`src/rtl/fir_seq_ctrl.sv`:
```
// FIR sequencer: sample strobe -> coefficient read burst + EnMul/EnAddAcc, and the coefficient-update write protocol.
// All outputs registered; pass = TAPS+3 cycles, strobes outside IDLE are dropped, write words stall via valid/ready.
module fir_seq_ctrl #(
  parameter int TAPS   = 10,
  parameter int TAP_W  = 4,
  parameter int BANK_W = 2
) (
  input  logic                      iClk12M,
  input  logic                      iRsn,
  input  logic                      iEnSample600k,
  input  logic [BANK_W-1:0]         iBankSel,
  input  logic                      iUpdReq,
  input  logic [BANK_W-1:0]         iUpdBank,
  input  logic                      iCoeffWrValid,
  input  logic [15:0]               iCoeffWrData,
  output logic                      oCoeffWrReady,
  output logic                      oUpdAck,
  output logic                      oCoeffUpdateFlag,
  output logic                      oCsnRam,
  output logic                      oWrnRam,
  output logic [BANK_W+TAP_W-1:0]   oAddrRam,
  output logic [15:0]               oWtDtRam,
  output logic                      oEnMul,
  output logic                      oEnAddAcc,
  output logic                      oBusy,
  output logic                      oPassDone,
  output logic                      oSampleMiss
);

  localparam int AW = BANK_W + TAP_W;
  localparam logic [TAP_W-1:0] LP_LAST = TAP_W'(TAPS - 1);

  typedef enum logic [2:0] {
    ST_IDLE,
    ST_RUN,
    ST_TAIL,
    ST_UPD_PRE,
    ST_UPD_WR,
    ST_UPD_POST
  } state_t;

  state_t            r_state, w_state_nxt;
  logic [TAP_W-1:0]  r_tap, w_tap_nxt;
  logic [TAP_W-1:0]  r_wcnt, w_wcnt_nxt;
  logic [1:0]        r_cnt, w_cnt_nxt;
  logic [BANK_W-1:0] r_bank, w_bank_nxt;
  logic [BANK_W-1:0] r_upd_bank, w_upd_bank_nxt;
  logic [TAP_W-1:0]  r_wr_tap;
  logic [15:0]       r_wr_dat;
  logic              r_wr_pend;
  logic              r_run_d;
  logic              r_tail_done, w_tail_done_nxt;
  logic              w_acc;
  logic              w_ack_nxt, w_rdy_nxt, w_flag_nxt;
  logic              w_csn_nxt, w_wrn_nxt;
  logic [AW-1:0]     w_addr_nxt;
  logic [15:0]       w_wdat_nxt;

  assign w_acc = (r_state == ST_UPD_WR) && oCoeffWrReady && iCoeffWrValid;

  always_ff @(posedge iClk12M) begin
    if (!iRsn) r_state <= ST_IDLE;
    else       r_state <= w_state_nxt;
  end

  always_comb begin
    w_state_nxt     = r_state;
    w_tap_nxt       = r_tap;
    w_wcnt_nxt      = r_wcnt;
    w_cnt_nxt       = r_cnt;
    w_bank_nxt      = r_bank;
    w_upd_bank_nxt  = r_upd_bank;
    w_tail_done_nxt = 1'b0;
    w_ack_nxt       = 1'b0;
    w_rdy_nxt       = 1'b0;
    w_flag_nxt      = 1'b0;
    case (r_state)
      ST_IDLE: begin
        if (iEnSample600k) begin
          w_state_nxt = ST_RUN;
          w_tap_nxt   = '0;
          w_bank_nxt  = iBankSel;
        // Grant waits out the pass-done cycle so the host sees done before ack.
        end else if (iUpdReq && !r_tail_done) begin
          w_state_nxt    = ST_UPD_PRE;
          w_ack_nxt      = 1'b1;
          w_upd_bank_nxt = iUpdBank;
        end
      end
      ST_RUN: begin
        if (r_tap == LP_LAST) begin
          w_state_nxt = ST_TAIL;
          w_cnt_nxt   = '0;
        end else begin
          w_tap_nxt = r_tap + 1'b1;
        end
      end
      ST_TAIL: begin
        if (r_cnt == 2'd1) begin
          w_state_nxt     = ST_IDLE;
          w_tail_done_nxt = 1'b1;
        end else begin
          w_cnt_nxt = r_cnt + 2'd1;
        end
      end
      ST_UPD_PRE: begin
        w_flag_nxt  = 1'b1;
        w_state_nxt = ST_UPD_WR;
        w_wcnt_nxt  = '0;
        w_rdy_nxt   = 1'b1;
      end
      ST_UPD_WR: begin
        w_flag_nxt = 1'b1;
        w_rdy_nxt  = 1'b1;
        if (w_acc) begin
          if (r_wcnt == LP_LAST) begin
            w_state_nxt = ST_UPD_POST;
            w_cnt_nxt   = '0;
            w_rdy_nxt   = 1'b0;
          end else begin
            w_wcnt_nxt = r_wcnt + 1'b1;
          end
        end
      end
      ST_UPD_POST: begin
        w_flag_nxt = 1'b1;
        if (r_cnt == 2'd2) w_state_nxt = ST_IDLE;
        else               w_cnt_nxt   = r_cnt + 2'd1;
      end
      default: w_state_nxt = ST_IDLE;
    endcase

    // RAM port: reads during RUN, else the write captured on the previous acceptance.
    w_csn_nxt  = 1'b1;
    w_wrn_nxt  = 1'b1;
    w_addr_nxt = '0;
    w_wdat_nxt = oWtDtRam;
    if (r_state == ST_RUN) begin
      w_csn_nxt  = 1'b0;
      w_addr_nxt = {r_bank, r_tap};
    end else if (r_wr_pend) begin
      w_csn_nxt  = 1'b0;
      w_wrn_nxt  = 1'b0;
      w_addr_nxt = {r_upd_bank, r_wr_tap};
      w_wdat_nxt = r_wr_dat;
    end
  end

  always_ff @(posedge iClk12M) begin
    if (!iRsn) begin
      r_tap            <= '0;
      r_wcnt           <= '0;
      r_cnt            <= '0;
      r_bank           <= '0;
      r_upd_bank       <= '0;
      r_wr_tap         <= '0;
      r_wr_dat         <= '0;
      r_wr_pend        <= 1'b0;
      r_run_d          <= 1'b0;
      r_tail_done      <= 1'b0;
      oCoeffWrReady    <= 1'b0;
      oUpdAck          <= 1'b0;
      oCoeffUpdateFlag <= 1'b0;
      oCsnRam          <= 1'b1;
      oWrnRam          <= 1'b1;
      oAddrRam         <= '0;
      oWtDtRam         <= '0;
      oEnMul           <= 1'b0;
      oEnAddAcc        <= 1'b0;
      oBusy            <= 1'b0;
      oPassDone        <= 1'b0;
      oSampleMiss      <= 1'b0;
    end else begin
      r_tap            <= w_tap_nxt;
      r_wcnt           <= w_wcnt_nxt;
      r_cnt            <= w_cnt_nxt;
      r_bank           <= w_bank_nxt;
      r_upd_bank       <= w_upd_bank_nxt;
      r_wr_pend        <= w_acc;
      if (w_acc) begin
        r_wr_tap <= r_wcnt;
        r_wr_dat <= iCoeffWrData;
      end
      r_run_d          <= (r_state == ST_RUN);
      r_tail_done      <= w_tail_done_nxt;
      oCoeffWrReady    <= w_rdy_nxt;
      oUpdAck          <= w_ack_nxt;
      oCoeffUpdateFlag <= w_flag_nxt;
      oCsnRam          <= w_csn_nxt;
      oWrnRam          <= w_wrn_nxt;
      oAddrRam         <= w_addr_nxt;
      oWtDtRam         <= w_wdat_nxt;
      oEnMul           <= r_run_d;
      oEnAddAcc        <= oEnMul;
      oBusy            <= (r_state != ST_IDLE);
      oPassDone        <= r_tail_done;
      oSampleMiss      <= iEnSample600k && (r_state != ST_IDLE);
    end
  end

endmodule

```
`config.mk`:
```
export PLATFORM = sky130hd
export DESIGN_NAME = fir_seq_ctrl
export DESIGN_NICKNAME = d
export VERILOG_FILES = /design/src/rtl/fir_seq_ctrl.sv
export SDC_FILE = /design/constraint.sdc
export NUM_CORES = 1
export LEC_CHECK = 0
export CELL_PAD_IN_SITES_DETAIL_PLACEMENT = 0
export CELL_PAD_IN_SITES_GLOBAL_PLACEMENT = 1
export CORE_MARGIN = 2
export CORE_UTILIZATION = 41
export DETAILED_ROUTE_END_ITERATION = 10
export DONT_BUFFER_PORTS = 1
export GPL_TIMING_DRIVEN = 0
export PLACE_DENSITY = 0.74
export REMOVE_ABC_BUFFERS = 1
export SLEW_MARGIN = 25
export SYNTH_ARGS = -nofsm -noshare
export SYNTH_HDL_FRONTEND = slang
export SYNTH_SLANG_ARGS = --single-unit
```
`constraint.sdc`:
```
create_clock -name iClk12M -period 1.74 [get_ports iClk12M]
set_input_delay 0.348 -clock iClk12M [delete_from_list [all_inputs] [get_ports iClk12M]]
set_output_delay 0.348 -clock iClk12M [all_outputs]
set_load 0.03 [all_outputs]
```
==> summary.txt, run 1 <==
CTS
  – Clock transition at the registers of the reported paths: around 0.070 ns
  – Num CTS Buffers: 9
  – Clk sink count: between 70 and 80
  – Later-pin clock latency in the skew report: between 0.3 and 0.4 ns
  – Root buf cell: clkbuf_8
  – Clock Path Buffers: 2
  – CTS tree: done
  – CTS H-tree lvls: 3

Detailed routing
  – ANT nets after route: 0
  – DRT Pass-1 Iters: 4
  – DRT iter0 DRCs: 100
  – Routed WL: 5846 um
  – Vias: around 2100
  – DR WL/cell: roughly 14 um
  – Vias/cell: roughly 5.2
  – Number of remaining DRC errors: 0

Min path
  – Worst min-delay path startpoint: iRsn
  – Worst hold path class: input pin to flip-flop

Place
  – GPL Wtd Cong: slightly below 0.8
  – Buffers added on ports: 0
  – DP HPWL: approximately 3600 um
  – DP Area: 2826 um^2

Synthesis
  – Syn Inst Count: between 300 and 400
  – Synth area leader: dfxtp_1
  – Post-synthesis instance area: 2774 um^2
  – Library cells used by synthesis: 39
  – Number of flops mapped to enable cells by yosys: 0
  – Largest cells by area after synthesis: dfxtp_1, nand2_1, a21oi_1
  – Ys Warns: 0
  – Top_reg_cell synth: dfxtp_1
  – Top cells by count, synth: nand2_1, dfxtp_1, a21oi_1, nor2_1, clkbuf_1
  – Post-synthesis area per instance: between 8 and 9 um^2
  – Count leader, synth: nand2_1
  – #FFs+latches synth: between 70 and 80
  – Synth top area share: 51.96%
  – Seq/Total Area, Yosys: 51.96%
  – Async SR Flop Fraction: 0%

Outcome
  – Status: finished clean

Global routing
  – Vias in the first global route: around 1900
  – Global route overflow: 0
  – Antenna violations before repair: 0
  – First-pass GRT wire length: around 9300 um
  – Largest net degree at the start of global routing: 48
  – All-Layer GR Usage: ~16%

STA
  – Worst-margin pin slew: ~0.42 ns
  – Finish-stage setup viols: 0
  – Period Utilization, post-route: about 100%
  – Fin. Hold Viols: 0
  – Max transition margin: 71.78%
  – Clk_skew: 0.004793 ns
  – Final TNS setup: 0 ns
  – Max Transition Viols Final: 0
  – Post-layout min period: approximately 1.7 ns
  – RSZ-0062 raised after global routing: true
  – Max Fclk: between 500 and 600 MHz
  – Final hold slack: around 0.075 ns

Cells and area
  – Fill count: between 600 and 700
  – Final Instance Area: approximately 3200 um^2
  – # diodes: 0
  – Register area: about 1500 um^2
  – Area occupied by multi-input gates: ~1300 um^2
  – Final Util: 48.84%
  – Area Growth Syn to Fin: 13.71%
  – Final #Nets: ~360
  – Layout cells sized above 1: about 15%

Floorplanning
  – Site Rows: 29
  – Chip width: approximately 86 um
  – CORE AREA: approximately 6500 um^2
  – IO Count: 57
  – Full die area: 7440 um^2
  – Starting Density: 42.95%
  – DIE HEIGHT: roughly 86 um

Critical path
  – CP Capture Type: flip-flop
  – CP Max Fanout: 3
  – R2r startpoint: r_cnt[1]
  – R2R setup slack: roughly 0.0072 ns
  – Slowest CP cell: or4b_4
  – Critical-path cell list: inv_1 > ha_2 > or4b_4 > o31a_1 > o311ai_2 > o41ai_2
  – R2r endpoint: r_cnt[1]
  – CP Depth: 6
  – Top Family by Delay on Critical Path: compound AO/OA/AOI/OAI gates
  – Worst r2r path cells: 6
  – Critical path required time: 1.95 ns
  – CP Launch Type: flip-flop
  – Critical path's largest stage delay: between 0.4 and 0.5 ns
  – CP endpoint: r_cnt[1]
  – WP data arrival: roughly 1.9 ns
  – CP bufs+invs: 1
  – Worst Setup Path Type: flip-flop to flip-flop
  – Crit path from: r_cnt[1]

Power and ir drop
  – Leak Pwr: between 0.001 and 0.0015 uW
  – Power, Total: between 4000 and 5000 uW
  – Comb power frac: between 10% and 20%
  – Internal power: between 2000 and 3000 uW
  – Clk network pwr share: about 36%
  – Switching share of power: 28.40%
  – Worst IR drop on VDD: around 0.39 mV
  – Power Density: 1284 nW/um^2
  – P_sw: approximately 1200 uW
  – Seq pwr share: between 40% and 50%

Run
  – Max-cap viol count: 0
==> timing repair <==
item / in CTS / in global routing
pin swaps: 1 / 1
hold buffers: 0 / 0
gates resized for setup: 19 / 6
endpoints found under the hold margin: 0 / 0
setup buffers: 4 / 1
setup endpoints to repair: 50 / 15
==> per-stage QoR <==
| step | setup slack, ns | instances |
|---|---|---|
| 2_1_floorplan | -0.3148 | 309 |
| 3_3_place_gp | -0.9879 | 386 |
| 3_5_place_dp | -0.5315 | 388 |
| 4_1_cts | 0.001132 | 408 |
| 5_1_grt | -0.03897 | 409 |
| 6_report | 0.007228 | 409 |
==> routing by layer <==
metal,vias to the layer above,share of wire (%),track usage (%)
li1,1099,-,-
met1,977,48,20.43
met2,41,45,24.38
met3,12,4.8,4.762
met4,0,2.2,8.381
met5,-,0,0
==> worst min-delay path by stage <==
stage               depth (start not counted)      end  slack, ns
global route                                1  oWrnRam       0.07
floorplan                                   1  oWrnRam       0.41
detailed placement                          1  oWrnRam       0.42
finish                                      1  oWrnRam       0.08
CTS                                         1  oWrnRam       0.06
global placement                            1  oWrnRam       0.42
==> sequential cells by signal, indices dropped and copies added, names as in the netlist, 2 cells and up <==
signal,cells
oAddrRam,6
r_wr_dat,16
oWtDtRam,16
r_cnt,2
r_bank,2
r_upd_bank,2
r_wr_tap,4
r_tap,4
r_wcnt,4
r_state,3
==> area by class of cell <==
| class | instances | area share [%] |
|---|---|---|
| sequential | 72 | 46.25 |
| multi-input combinational | 230 | 40.62 |
| clock buffer | 11 | 4.482 |
| tap | 77 | 3.054 |
| clock inverter | 5 | 2.539 |
| timing repair buffer | 7 | 2.182 |
| inverter | 7 | 0.8727 |
==> power by group through the flow <==
stage / clock (uW) / sequential (uW) / combinational, uW
CTS: 1480 / 1960 / 628
floorplan: 0 / 1950 / 422
finish: 1440 / 1960 / 643
global placement: 0 / 1980 / 517
detailed placement: 0 / 1990 / 533
global route: 1560 / 1980 / 709
==> layout by cell type (no fill, tap or decap), types with 3 or more instances in the layout <==
cell type and n:
or3_1 3, nand2b_1 3, dfxtp_4 3, and2_1 4, nand3_1 10, clkbuf_8 10, ha_1 5, inv_1 6
mux2i_1 4, nand3b_1 3, dfxtp_2 5, dfxtp_1 64, o21ai_0 6, a21oi_1 50, nand2_1 89, nor2_1 15
buf_4 5
==> cells by family (layout without fill, tap and decap cells) <==
group,after synthesis,in the layout,share of synthesized area [%]
buf+inv,27,30,3.969
fa+ha+maj,6,6,2.706
flops,72,72,51.96
simple gates,149,149,24.63
xor+xnor,2,2,0.6316
compound gates,69,69,14.66
mux,4,4,1.443
No activity file was read; power rests on OpenSTA's default activity.
==> run 2, diff against run 1 <==
MAX_ROUTING_LAYER = met4   (was unset)
==> run 2 against run 1 <==
First-iteration DRC count increased by 17%. Sequential power about the same. Via count increased by 0.33%. Hold slack got worse by 0.0012 ns. Critical path depth unchanged. Power about the same. Critical endpoint unchanged.
==> summary.txt, run 2 (same netlist as run 1, synthesis figures left out) <==
STA
  – Max Transition Viols Final: 0
  – Finish-stage setup viols: 0
  – Fin. Hold Viols: 0
  – RSZ-0062 raised after global routing: true
  – Clk_skew: approximately 0.0038 ns
  – Worst-margin pin slew: around 0.42 ns
  – Period Utilization, post-route: between 90% and 100%
  – Max transition margin: 71.78%
  – Post-layout min period: approximately 1.7 ns
  – Final worst slack: approximately 0.0073 ns
  – Max Fclk: roughly 580 MHz
  – Final TNS setup: 0 ns

Detailed routing
  – ANT nets after route: 0
  – Routed WL: approximately 6000 um
  – DRT iter0 DRCs: between 100 and 150
  – DRT Pass-1 Iters: 4
  – Vias/cell: between 5 and 6
  – DR WL/cell: about 14 um
  – Number of remaining DRC errors: 0
  – Vias: about 2100

Critical path
  – CP Launch Type: flip-flop
  – WP data arrival: around 1.9 ns
  – Worst Setup Path Type: flip-flop to flip-flop
  – CP Max Fanout: 3
  – CP Capture Type: flip-flop
  – Critical path required time: between 1.5 and 2 ns

Place
  – DP Area: between 2000 and 3000 um^2
  – Buffers added on ports: 0
  – GPL Wtd Cong: around 0.78
  – DP HPWL: roughly 3600 um
  – Dpl ws: -0.5315 ns

Power and ir drop
  – Leak Pwr: roughly 0.0011 uW
  – Power Density: around 1300 nW/um^2
  – Worst IR drop on VDD: just under 0.4 mV

Cells and area
  – Layout cells sized above 1: between 15 and 20%
  – Final Util: between 40% and 50%
  – Register area: 1459 um^2
  – Final Instance Area: 3154 um^2
  – Final #Nets: approximately 360
  – Area Growth Syn to Fin: 13.71%
  – Commonest non-fill, non-tap cell in the layout: nand2_1
  – Area occupied by multi-input gates: ~1300 um^2
  – Commonest cells after routing, fill and taps aside: nand2_1, dfxtp_1, a21oi_1, nor2_1
  – Biggest regs: oWtDtRam: 16 flops, r_wr_dat: 16 flops, oAddrRam: 6 flops
  – # diodes: 0
  – Fill count: ~650

CTS
  – Root buf cell: clkbuf_8
  – Num CTS Buffers: 9
  – CTS H-tree lvls: 3
  – CTS tree: done
  – Clk sink count: approximately 70
  – Clock transition at the registers of the reported paths: approximately 0.07 ns
  – Later-pin clock latency in the skew report: approximately 0.34 ns
  – Clock Path Buffers: 2

Floorplanning
  – DIE HEIGHT: between 80 and 90 um
  – Chip width: 86.26 um
  – Starting Density: 42.95%
  – IO Count: 57
  – Full die area: between 7000 and 8000 um^2
  – CORE AREA: 6459 um^2
  – Site Rows: 29

Global routing
  – Largest net degree at the start of global routing: 48
  – Vias in the first global route: 1920
  – Antenna violations before repair: 0
  – Global route overflow: 0
  – All-Layer GR Usage: between 15 and 20%
  – First-pass GRT wire length: ~9300 um

Min path
  – Worst hold path class: input pin to flip-flop

Outcome
  – Status: finished clean

Run
  – Max-cap viol count: 0
run 2: cell counts in the layout (fill, tap and decap cells not counted):
Identical to the previous run, type by type.
run 2: path summary, 6_finish.rpt:
path,start,end,slack [ns],depth (start not counted)
worst max register to register,r_cnt[1],r_cnt[1],0.007,6
worst min-delay path,iRsn,oWrnRam,0.07,1
worst min register to register,r_run_d,oEnMul,0.44,1
worst max-delay path,r_cnt[1],r_cnt[1],0.007,6
run 2: cell type report:
| class | instances | area share [%] |
|---|---|---|
| clock inverters | 5 | 2.539 |
| inverters | 7 | 0.8727 |
| flip-flops and latches | 72 | 46.25 |
| clock buffers | 11 | 4.482 |
| multi-input cells | 230 | 40.62 |
| repair buffers | 7 | 2.182 |
| well taps | 77 | 3.054 |
run 2: through the flow:
stage	std cells	hold slack (ns)	total power, uW
6_report	409	0.07425	4054
3_5_place_dp	388	0.4181	2519
4_1_cts	408	0.06295	4072
3_3_place_gp	386	0.4153	2497
2_1_floorplan	309	0.4099	2368
5_1_grt	409	0.07162	4251
run 2: report_power, final:
group	internal (uW)	total, uW	switching [uW]
Sequential	1760	1960	209
Clock	844	1450	602
Combinational	300	644	344
Total	2900	4050	1150
run 2: timing repair:
action / 4_1_cts / 5_1_grt
pin swaps: 1 / 1
hold buffers: 0 / 0
endpoints found under the setup margin: 50 / 15
setup buffers: 4 / 1
resized for setup: 19 / 6
run 2: worst max-delay path: stages (launching register included):
cell and delay, ns:
dfxtp_2 0.35, inv_1 0.05, ha_2 0.18, or4b_4 0.49
o31a_1 0.16, o311ai_2 0.25, o41ai_2 0.12
run 2: layer usage:
layer / track usage, % / vias to the layer above / wire length [um]
met5: - / - / 0
met4: 8.381 / 0 / 129
met3: 4.190 / 12 / 232
met2: 24.38 / 42 / 2651
met1: 20.79 / 982 / 2837
li1: - / 1100 / -
